[src/rtl/imem_loader.sv]
// -----------------------------------------------------------------------------
// imem_loader
//
// Boot-time writer for the processor instruction RAM. It receives a framed byte
// stream and assembles big-endian 32-bit words. The words are written to the
// RAM at word addresses 0, 1, 2, ... The processor is held in reset until the
// whole image has arrived and its checksum matches.
//
// Frame: LEN_HI, LEN_LO (word count N, 1..DEPTH), then N*4 payload bytes with
// the MSB of each word first, then one CSUM byte. CSUM is the modulo-256 sum
// of the payload bytes only.
//
// Ports
//   clk           system clock, rising edge
//   rst           asynchronous active-high reset
//   start         one-cycle pulse, honoured in IDLE / DONE / ERR only
//   in_valid      a byte is present on in_data
//   in_data       stream byte
//   in_ready      loader accepts a byte this cycle
//   mem_we        one-cycle RAM write strobe
//   mem_adrs      RAM word address
//   mem_din       RAM write data
//   cpu_hold      processor reset/stall request, low only in DONE
//   done          image loaded and checksum matched (level)
//   err           bad length or bad checksum (level, sticky until start/rst)
//   words_loaded  number of writes issued in the current load
// -----------------------------------------------------------------------------
module imem_loader #(
    parameter int DEPTH = 512
) (
    input  logic        clk,
    input  logic        rst,
    input  logic        start,
    input  logic        in_valid,
    input  logic [7:0]  in_data,
    output logic        in_ready,
    output logic        mem_we,
    output logic [8:0]  mem_adrs,
    output logic [31:0] mem_din,
    output logic        cpu_hold,
    output logic        done,
    output logic        err,
    output logic [9:0]  words_loaded
);

    typedef enum logic [2:0] {
        IDLE   = 3'd0,
        S_LENH = 3'd1,
        S_LENL = 3'd2,
        S_DATA = 3'd3,
        S_CSUM = 3'd4,
        DONE   = 3'd5,
        ERR    = 3'd6
    } state_t;

    state_t      state_reg, state_next;

    logic [7:0]  len_hi_reg;
    logic [9:0]  n_reg;          // validated word count; fits in 10 bits
    logic [1:0]  byte_cnt_reg;
    logic [23:0] shift_reg;      // first three bytes of the word in progress
    logic [7:0]  sum_reg;
    logic [9:0]  word_cnt_reg;   // completed words in this frame

    logic        accept;
    logic        start_ok;
    logic [15:0] len_n;
    logic        len_ok;
    logic        last_byte;
    logic        last_word;
    logic        csum_ok;

    assign accept    = in_valid && in_ready;
    assign start_ok  = start && ((state_reg == IDLE) || (state_reg == DONE) ||
                                 (state_reg == ERR));
    assign len_n     = {len_hi_reg, in_data};
    assign len_ok    = (len_n != 16'd0) && (len_n <= 16'(DEPTH));
    assign last_byte = (byte_cnt_reg == 2'd3);
    assign last_word = ((word_cnt_reg + 10'd1) == n_reg);
    // The last payload byte is added to sum_reg at its own acceptance edge,
    // so sum_reg is complete by the time CSUM can arrive.
    assign csum_ok   = (in_data == sum_reg);

    // State register
    always_ff @(posedge clk or posedge rst) begin
        if (rst) begin
            state_reg <= IDLE;
        end else begin
            state_reg <= state_next;
        end
    end

    // Next state and state-decoded outputs
    always_comb begin
        state_next = state_reg;
        in_ready   = 1'b0;
        cpu_hold   = 1'b1;
        done       = 1'b0;
        err        = 1'b0;
        case (state_reg)
            IDLE: begin
                if (start) state_next = S_LENH;
            end
            S_LENH: begin
                in_ready = 1'b1;
                if (accept) state_next = S_LENL;
            end
            S_LENL: begin
                in_ready = 1'b1;
                if (accept) state_next = len_ok ? S_DATA : ERR;
            end
            S_DATA: begin
                in_ready = 1'b1;
                if (accept && last_byte && last_word) state_next = S_CSUM;
            end
            S_CSUM: begin
                in_ready = 1'b1;
                if (accept) state_next = csum_ok ? DONE : ERR;
            end
            DONE: begin
                cpu_hold = 1'b0;
                done     = 1'b1;
                if (start) state_next = S_LENH;
            end
            ERR: begin
                err = 1'b1;
                if (start) state_next = S_LENH;
            end
            default: state_next = IDLE;
        endcase
    end

    // Datapath: length capture, word assembly, checksum and RAM write port
    always_ff @(posedge clk or posedge rst) begin
        if (rst) begin
            len_hi_reg   <= 8'd0;
            n_reg        <= 10'd0;
            byte_cnt_reg <= 2'd0;
            shift_reg    <= 24'd0;
            sum_reg      <= 8'd0;
            word_cnt_reg <= 10'd0;
            mem_we       <= 1'b0;
            mem_adrs     <= 9'd0;
            mem_din      <= 32'd0;
            words_loaded <= 10'd0;
        end else begin
            mem_we <= 1'b0;
            if (start_ok) begin
                byte_cnt_reg <= 2'd0;
                sum_reg      <= 8'd0;
                word_cnt_reg <= 10'd0;
                words_loaded <= 10'd0;
            end
            if (accept) begin
                case (state_reg)
                    S_LENH: len_hi_reg <= in_data;
                    S_LENL: n_reg      <= len_n[9:0];
                    S_DATA: begin
                        byte_cnt_reg <= byte_cnt_reg + 2'd1;
                        sum_reg      <= sum_reg + in_data;
                        shift_reg    <= {shift_reg[15:0], in_data};
                        if (last_byte) begin
                            mem_we       <= 1'b1;
                            mem_adrs     <= word_cnt_reg[8:0];
                            mem_din      <= {shift_reg, in_data};
                            word_cnt_reg <= word_cnt_reg + 10'd1;
                            words_loaded <= word_cnt_reg + 10'd1;
                        end
                    end
                    default: ;
                endcase
            end
        end
    end

endmodule

[config.mk]
export PLATFORM = sky130hd
export DESIGN_NAME = imem_loader
export DESIGN_NICKNAME = d
export VERILOG_FILES = /design/src/rtl/imem_loader.sv
export SDC_FILE = /design/constraint.sdc
export NUM_CORES = 1
export LEC_CHECK = 0
export BUFFER_PORTS_ARGS = -buffer_cell sky130_fd_sc_hd__buf_2
export CAP_MARGIN = 20
export CORE_UTILIZATION = 52
export DETAILED_ROUTE_END_ITERATION = 6
export MAX_ROUTING_LAYER = met4
export PLACE_DENSITY = 0.76
export SLEW_MARGIN = 20
export SYNTH_ARGS = -nofsm -noshare
export SYNTH_HDL_FRONTEND = slang
export SYNTH_SLANG_ARGS = --single-unit
[constraint.sdc]
create_clock -name clk -period 4.16 [get_ports clk]
set_clock_uncertainty 0.15 [all_clocks]
set_input_delay 0.832 -clock clk [delete_from_list [all_inputs] [get_ports clk]]
set_output_delay 0.832 -clock clk [all_outputs]
set_load 0.01 [all_outputs]
# Word level (Yosys, flattened, before mapping)
# Cells that the tools add are included.
dict set report classes {
  addsub 3
  n_lt_le_gt_ge 1
  eq_ne 14
  mux 29
  reduce_logical 16
}
# op n
set op_table {}
lappend op_table {{two-way mux 10 bit} 8}
lappend op_table {{two-way mux 8 bit} 3}
lappend op_table {{two-way mux 3 bit} 6}
lappend op_table {{<= comparator 16 x 10 -> 1 bit, second input constant} 1}
lappend op_table {{nonzero test 16 bit} 1}
lappend op_table {{case mux 3 bit (5 select lines)} 1}
lappend op_table {{adder 10 x 1 -> 10 bit, second input constant} 1}
lappend op_table {{equality test 10 bit} 1}
lappend op_table {{equality test 3 bit, second input constant} 3}
lappend op_table {{adder 8 bit} 1}
lappend op_table {{equality test 8 bit} 1}
lappend op_table {{two-way mux 2 bit} 4}
lappend op_table {{inequality test 2 bit, second input constant} 4}
lappend op_table {{two-way mux 1 bit} 7}
lappend op_table {{equality test 3 x 2 -> 1 bit, second input constant} 2}
lappend op_table {{AND reduction 2 bit} 3}
lappend op_table {{logical AND 1 bit} 5}
lappend op_table {{AND reduction 5 bit} 1}
lappend op_table {{OR reduction 4 bit} 1}
lappend op_table {{equality test 3 x 1 -> 1 bit, second input constant} 1}
lappend op_table {{logical NOT 3 bit} 1}
lappend op_table {{AND reduction 3 bit} 1}
lappend op_table {{OR reduction 3 bit} 1}
lappend op_table {{adder 2 x 1 -> 2 bit, second input constant} 1}
lappend op_table {{3 further kinds} 4}
dict set report word_totals {
  reg_bits 117
  inputBits 12
  output_inout_bits 56
  wordCells 74
}

# Longest topological paths before layout
# Gate-level depths: netlist of run 1.
dict set report logic_depth {
  word_depth 8
  ltp_mapped 9
  mapped_depth_nobuf 9
}

# Worst setup path after synthesis of run 1
# No wires, ideal clock.
dict set report synth_path {
  path_kind {input to register}
  startpoint {input in_data[0]}
  endpoint {register sum_reg[6]}
  setup_ps 122
  t_arrival_ps 2269
  required_time_ps 3888
  slack_ps 1620
  path_stages 9
  path_buffers 0
  cell_sequence {ha_1 inv_1 fa_1 nor2b_1 o21ai_0 a21oi_1 o21a_1 or3_1 a32o_1}
}
dict set report synth_via {
  elab_chain_cells 3
}
# element line_no
set synth_rtl {}
lappend synth_rtl {{from (decl)} 35} ;# input logic [7:0] in_data,
lappend synth_rtl {{adder 8 bit} 160} ;# sum_reg <= sum_reg + in_data;
lappend synth_rtl {{two-way mux 8 bit} 155} ;# case (state_reg)
lappend synth_rtl {{two-way mux 8 bit} 154} ;# if (accept) begin
lappend synth_rtl {{to (signal assigned)} 160}
lappend synth_rtl {{to (decl)} 62} ;# logic [7:0] sum_reg;
# Every way passes these cells.
# A chain may end at the register's enable or synchronous reset.

# Worst setup path in the final report of run 1
dict set report layout_path {
  startpoint {register word_cnt_reg[0]}
  endpoint {register state_reg[2]}
}
dict set report layout_via {
  elab_chain_cells 5
}
# element line_no
set layout_rtl {}
lappend layout_rtl {{from (decl)} 63} ;# logic [9:0] word_cnt_reg;
lappend layout_rtl {{from (signal assigned)} 166} ;# word_cnt_reg <= word_cnt_reg + 10'd1;
lappend layout_rtl {{adder 10 x 1 -> 10 bit} 79} ;# assign last_word = ((word_cnt_reg + 10'd1) == n_reg);
lappend layout_rtl {{equality test 10 bit} 79}
lappend layout_rtl {{logical AND 1 bit} 114} ;# if (accept && last_byte && last_word) state_next = S_CSUM;
lappend layout_rtl {{inequality test 2 bit (no source line)} --}
lappend layout_rtl {{AND reduction 5 bit (no source line)} --}
lappend layout_rtl {{to (signal assigned)} 89} ;# state_reg <= state_next;
lappend layout_rtl {{to (decl)} 56} ;# state_t state_reg, state_next;
# Every way passes these cells.

==> results of run 1 <==
[power groups by stage]
stage | Clock, mW | Combinational, mW | Sequential, mW
finish | 1.45 | 1.31 | 1.85
detailed placement | 0 | 1.29 | 1.86
CTS | 1.47 | 1.32 | 1.85
global placement | 0 | 1.24 | 1.84
global route | 1.52 | 1.46 | 1.90
floorplan | 0 | 0.905 | 1.82
[placed cells by master, fill, tap and decap left out, drive strengths merged, types with 2 or more instances in the layout]
cell type  count
o21a           2
and3           3
o21ai         37
or2            2
ha             9
nor2b          3
nor4           3
bufinv         3
mux2          17
xnor2         11
or3            2
clkinv         5
nand4          2
inv           14
clkinvlp       3
a31o           2
a22o           5
clkbuf        18
a32o           2
mux2i          2
a31oi          3
a211oi         2
a21oi          8
buf           74
nor3b          5
a21o           3
nor2          13
nand3          7
dfrtp        117
nor3           9
xor2           9
o22ai          2
nand2b         8
xnor3          2
nand2        222
o31ai          5
[layout make-up]
cell class | instances | share of cell area (%)
clock inverter | 14 | 2.72
inverter | 11 | 0.680
sequential | 117 | 45.5
multi-input combinational | 414 | 35.8
tap | 133 | 2.59
clock buffer | 18 | 6.49
timing repair buffer | 74 | 6.22
[cells by family after synthesis]
| kind of cell | Yosys count |
|---|---|
| simple gates | 283 |
| flops | 117 |
| buf+inv | 45 |
| fa+ha+maj | 10 |
| xor+xnor | 22 |
| mux | 19 |
| compound gates | 80 |
[per-stage QoR]
stage	util [%]	power [mW]
final	64.7	4.61
after detailed placement	58.7	3.15
after global placement	58.7	3.09
after global routing	64.7	4.89
after CTS	64.7	4.64
after floorplan	-	2.72
[worst max-delay path by stage]
stage | to | depth (start not counted) | slack [ns] | from
after floorplan | byte_cnt_reg[0]$_DFF_PP0_ | 1 | 0.08 | rst
after global placement | sum_reg[7]$_DFF_PP0_ | 8 | 1.39 | in_data[1]
after detailed placement | sum_reg[6]$_DFF_PP0_ | 10 | 1.30 | in_data[0]
after CTS | state_reg[2]$_DFFE_PP0P_ | 6 | 1.42 | word_cnt_reg[0]$_DFF_PP0_
after global routing | state_reg[2]$_DFFE_PP0P_ | 6 | 1.20 | word_cnt_reg[0]$_DFF_PP0_
final | state_reg[2]$_DFFE_PP0P_ | 6 | 1.38 | word_cnt_reg[0]$_DFF_PP0_
[critical path, cell delays in order (launching register included)]
cell       delay (ns)
dfrtp_1          0.55
ha_1             0.40
nand4_1          0.22
nor3_1           0.51
o21ai_1          0.21
a2111oi_4        0.44
a41o_1           0.23
[layer usage]
metal / up-vias / GRT usage (%) / part of all wire (%)
met3: 30 / 5.83 / 5.2
met4: 0 / 11.3 / 2.6
met5: - / - / 0
met2: 136 / 36.9 / 47
li1: 2035 / - / -
met1: 2102 / 34.1 / 45
==> flow_metrics.env, run 1 <==
export IMPL_status="finished, final reports clean"
export IMPL_cts_hold_buf=0
export IMPL_clock_power_share_pct=31.5
export IMPL_cts_root_buf="clkbuf_8"
export IMPL_synth_most_common_cell="nand2_1"
export IMPL_period_needed_ns=2.78
export IMPL_vdd_drop_max_mv=0.363
export IMPL_wl_per_cell_um=15.7
export IMPL_drc=0
export IMPL_comb_power_share_pct=28.4
export IMPL_end_kind="flip-flop"
export IMPL_die_h_um=104
export IMPL_gp_congestion=0.856
export IMPL_io_buffer_count=67
export IMPL_vias_per_cell=5.51
export IMPL_syn_num_nets=598
export IMPL_synthCells=576
export IMPL_yosysTopAreaCellShare_pct=53.9
export IMPL_grt_overflow=0
export IMPL_cts_tree="yes"
export IMPL_crit_arrival_ns=3.08
export IMPL_dp_hpwl_mm=7.94
export IMPL_holdCritPathClass="in2async"
export IMPL_rsz0062_at_grt="no"
export IMPL_cts_buffers=17
export IMPL_synth_seq_cells=117
export IMPL_grt_total_usage_pct=25.4
export IMPL_clkLatencyLatePin_ns=0.52
export IMPL_p_sw_share_pct=34.3
export IMPL_coreArea_sq_mm=0.00995
export IMPL_drv_slew=0
export IMPL_setup_ws_ns=1.38
export IMPL_fill_cells=804
export IMPL_instances_no_fill=781
export IMPL_postCtsSetupRepairBufs=0
export IMPL_final_area_sq_mm=0.00644
export IMPL_r2r_start="word_cnt_reg[0]$_DFF_PP0_"
export IMPL_area_sequential_sq_mm=0.00293
export IMPL_cts_resized=0
export IMPL_fin_setup_tns_ns=0
export IMPL_synth_area_mux_share_pct=3.90
export IMPL_timing_max_cap_violations=0
export IMPL_startpoint_type="flip-flop"
export IMPL_internal_power_mw=3.03
export IMPL_start_util_pct=54.5
export IMPL_synthFlopType="dfrtp_1"
export IMPL_critPathKind="reg2reg"
export IMPL_grt_pass1_vias=4189
export IMPL_synth_distinct_cells=55
export IMPL_drive_gt1_share_pct=20.7
export IMPL_synth_commonest_cells="nand2_1 (222), dfrtp_1 (117), o21ai_0 (36), clkbuf_1 (18), mux2_2 (17)"
export IMPL_hold_viol=0
export IMPL_die_w_um=104
export IMPL_clkSinkCount=117
export IMPL_synthXorXnorAreaFrac_pct=4.06
export IMPL_timing_rr_end="state_reg[2]$_DFFE_PP0P_"
export IMPL_grt_max_degree=74
export IMPL_relSlewSlack_pct=46.0
export IMPL_vias=4303
export IMPL_p_switching_mw=1.58
export IMPL_yosysTopAreaCell="dfrtp_1"
export IMPL_synth_top_family_by_area="simple AND/OR/NAND/NOR gates"
export IMPL_antenna_found_initial=0
export IMPL_drtAntennaViolNets=0
export IMPL_cp_max_fo=9
export IMPL_synth_simple_area_share_pct=22.3
export IMPL_multi_input_area_sq_mm=0.00231
export IMPL_rows=36
export IMPL_synth_compound_area_share_pct=9.70
export IMPL_drt_pass1_iter_count=6
export IMPL_seqPwrFrac_pct=40.1
export IMPL_cp_required_ns=4.46
export IMPL_dpl_instance_area_sq_mm=0.00584
export IMPL_antennaDiodeCount=0
export IMPL_r2r_setup_slack_ns=1.38
export IMPL_reg2reg_depth=6
export IMPL_dieArea_sq_mm=0.0109
export IMPL_boundaryPins=68
export IMPL_grt_pass1_wl_mm=20.9
export IMPL_clockBufferDepth=2
export IMPL_power_density_mw_per_mm2=716
export IMPL_initialDrtViolationCount=352
export IMPL_h_tree_depth=4
export IMPL_dpl_worst_slack_ns=1.30
export IMPL_place_inst=749
export IMPL_setup_viol=0
export IMPL_tightest_slew_ns=0.811
export IMPL_fmax_mhz=360
export IMPL_yosysSeqAreaShare_pct=53.9
export IMPL_holdWs_ns=0.233
export IMPL_fin_nets=657
export IMPL_fin_crit_sh_pct=66.8
export IMPL_avgSynthCellArea_sq_um=9.42
export IMPL_synth_fa_ha_area_share_pct=2.44
export IMPL_synth_edf_count=0
export IMPL_ys_top_cells_by_area="dfrtp_1 (54%), nand2_1 (15%), mux2_2 (3.5%)"
export IMPL_wl_mm=12.2
export IMPL_largest_reg_flops=32
export IMPL_yosys_warnings=0
export IMPL_power_leakage_nw=3.31
export IMPL_area_growth_syn_to_layout_pct=18.6
export IMPL_syn_area_sq_mm=0.00543
export IMPL_clkTransAtPathRegs_ns=0.06
export IMPL_synth_async_reset_ratio_pct=100
Note: power is estimated with default switching activity, not from simulation.
==> run 2, diff against run 1 <==
==> constraint.sdc (replaced) <==
create_clock -name clk -period 2.3 [get_ports clk]
set_clock_uncertainty 0.15 [all_clocks]
set_input_delay 0.46 -clock clk [delete_from_list [all_inputs] [get_ports clk]]
set_output_delay 0.46 -clock clk [all_outputs]
set_load 0.01 [all_outputs]
==> flow_metrics.env, run 2 (synthesis gave the netlist of run 1 again) <==
export IMPL_grt_total_usage_pct=25.9
export IMPL_top_layer="met4"
export IMPL_r2r_setup_slack_ns=0.08
export IMPL_fin_setup_tns_ns=0
export IMPL_final_area_sq_mm=0.00677
export IMPL_cp_required_ns=2.61
export IMPL_cts_root_buf="clkbuf_8"
export IMPL_clkSinkCount=117
export IMPL_grt_pass1_vias=4347
export IMPL_wl_per_cell_um=15.5
export IMPL_route_met2_wl_mm=6.12
export IMPL_startpoint_type="flip-flop"
export IMPL_power_density_mw_per_mm2=1270
export IMPL_cts_tree="yes"
export IMPL_rsz0062_at_grt="yes"
export IMPL_drv_slew=0
export IMPL_reg2reg_depth=7
export IMPL_drc=0
export IMPL_drive_gt1_share_pct=25.6
export IMPL_vias_per_cell=5.32
export IMPL_grt_overflow=0
export IMPL_io_buffer_count=67
export IMPL_rows=36
export IMPL_cts_buffers=17
export IMPL_timing_rr_end="state_reg[2]$_DFFE_PP0P_"
export IMPL_period_needed_ns=2.22
export IMPL_antenna_found_initial=0
export IMPL_drt_pass1_iter_count=4
export IMPL_largest_reg_flops=32
export IMPL_final_common_cell="nand2_1"
export IMPL_coreArea_sq_mm=0.00995
export IMPL_die_w_um=104
export IMPL_power_leakage_nw=3.49
export IMPL_antennaDiodeCount=0
export IMPL_wl_mm=12.7
export IMPL_vias=4346
export IMPL_r2r_start="word_cnt_reg[0]$_DFF_PP0_"
export IMPL_relSlewSlack_pct=60.0
export IMPL_fmax_mhz=451
export IMPL_area_growth_syn_to_layout_pct=24.6
export IMPL_grt_max_degree=118
export IMPL_clockBufferDepth=2
export IMPL_crit_arrival_ns=2.53
export IMPL_grt_pass1_wl_mm=21.4
export IMPL_clkLatencyLatePin_ns=0.52
export IMPL_critPathKind="reg2reg"
export IMPL_dp_hpwl_mm=8.29
export IMPL_fin_nets=693
export IMPL_vdd_drop_max_mv=0.721
export IMPL_start_util_pct=54.5
export IMPL_h_tree_depth=4
export IMPL_min_delay_path_depth=3
export IMPL_dieArea_sq_mm=0.0109
export IMPL_drt_met1_wl_mm=5.86
export IMPL_holdWs_ns=0.102
export IMPL_tightest_slew_ns=0.600
export IMPL_cp_max_fo=3
export IMPL_dpl_instance_area_sq_mm=0.00611
export IMPL_min_to="shift_reg[6]$_DFFE_PP0P_"
export IMPL_timing_max_cap_violations=0
export IMPL_clkTransAtPathRegs_ns=0.06
export IMPL_die_h_um=104
export IMPL_initialDrtViolationCount=266
export IMPL_holdCritPathClass="in2reg"
export IMPL_gp_congestion=0.928
export IMPL_met3WireLength_um=554
export IMPL_drtAntennaViolNets=0
export IMPL_boundaryPins=68
export IMPL_worstHoldStart="in_data[6]"
export IMPL_final_cell_mix="nand2_1 (221), dfrtp_1 (117), buf_2 (67), buf_4 (41), o21ai_0 (34)"
export IMPL_status="finished, final reports clean"
export IMPL_fin_crit_sh_pct=96.3
export IMPL_hold_viol=0
export IMPL_setup_viol=0
export IMPL_end_kind="flip-flop"
## run 2: cell count changes in the layout (fill, tap and decap cells not counted), sizes merged
cell         delta
buf            +35
dlygate4sd3     +1
clkinv          -1
inv             -1
clkinvlp        +1
clkbuf          +1
## run 2: final cells by class
cell class                      instances  area, sq um
Clock buffer                           19          442
Inverter                               11         45.0
Timing Repair Buffer                  110          673
Tap cell                              133          166
Multi-Input combinational cell        414         2340
Sequential cell                       117         2930
Clock inverter                         13          170
Fill cell                             723         3190
## run 2: what timing repair did
| action | in CTS | in global routing |
|---|---|---|
| hold buffers | 1 | 0 |
| buffers inserted | 0 | 0 |
| setup endpoints to repair | 0 | 5 |
| resized for setup | 0 | 7 |
| endpoints found under the hold margin | 13 | 0 |
## run 2: power breakdown
group / total [mW] / internal [mW] / switching (mW)
registers: 3.28 / 2.78 / 0.501
clock network: 2.69 / 1.72 / 0.969
logic: 2.62 / 1.18 / 1.44
## run 2: worst max-delay path by stage
stage | startpoint | end | slack, ns | depth (start not counted)
after floorplan | word_cnt_reg[1]$_DFF_PP0_ | state_reg[2]$_DFFE_PP0P_ | 0.11 | 8
after global placement | in_data[1] | sum_reg[7]$_DFF_PP0_ | -0.05 | 8
after detailed placement | in_data[0] | sum_reg[6]$_DFF_PP0_ | -0.13 | 10
after CTS | word_cnt_reg[0]$_DFF_PP0_ | state_reg[2]$_DFFE_PP0P_ | 0.07 | 7
after global routing | word_cnt_reg[0]$_DFF_PP0_ | state_reg[2]$_DFFE_PP0P_ | -0.02 | 7
final | word_cnt_reg[0]$_DFF_PP0_ | state_reg[2]$_DFFE_PP0P_ | 0.08 | 7
## run 2: worst max-delay path, cell delays in order (launching register included)
cell	delay [ns]
dfrtp_1	0.41
ha_4	0.26
xor2_1	0.15
nor3_1	0.11
nor4bb_2	0.25
o2111ai_2	0.19
a2111oi_4	0.42
a41o_1	0.21
## run 2: metal layers
layer	up-vias	GRT usage, %
li1	2108	-
met1	2109	34.0
met2	113	40.0
met3	16	5.33
met4	0	9.18
met5	-	-
## run 2: through the flow
step           worst slack, ns  utilization, %  total power, mW  std cells
2_1_floorplan            0.107               -             4.93        576
3_3_place_gp           -0.0499            61.4             5.72        784
3_5_place_dp            -0.127            61.4             5.83        784
4_1_cts                 0.0673            67.6             8.59        817
5_1_grt                -0.0238            68.0             9.11        817
6_report                0.0845            68.0             8.58        817
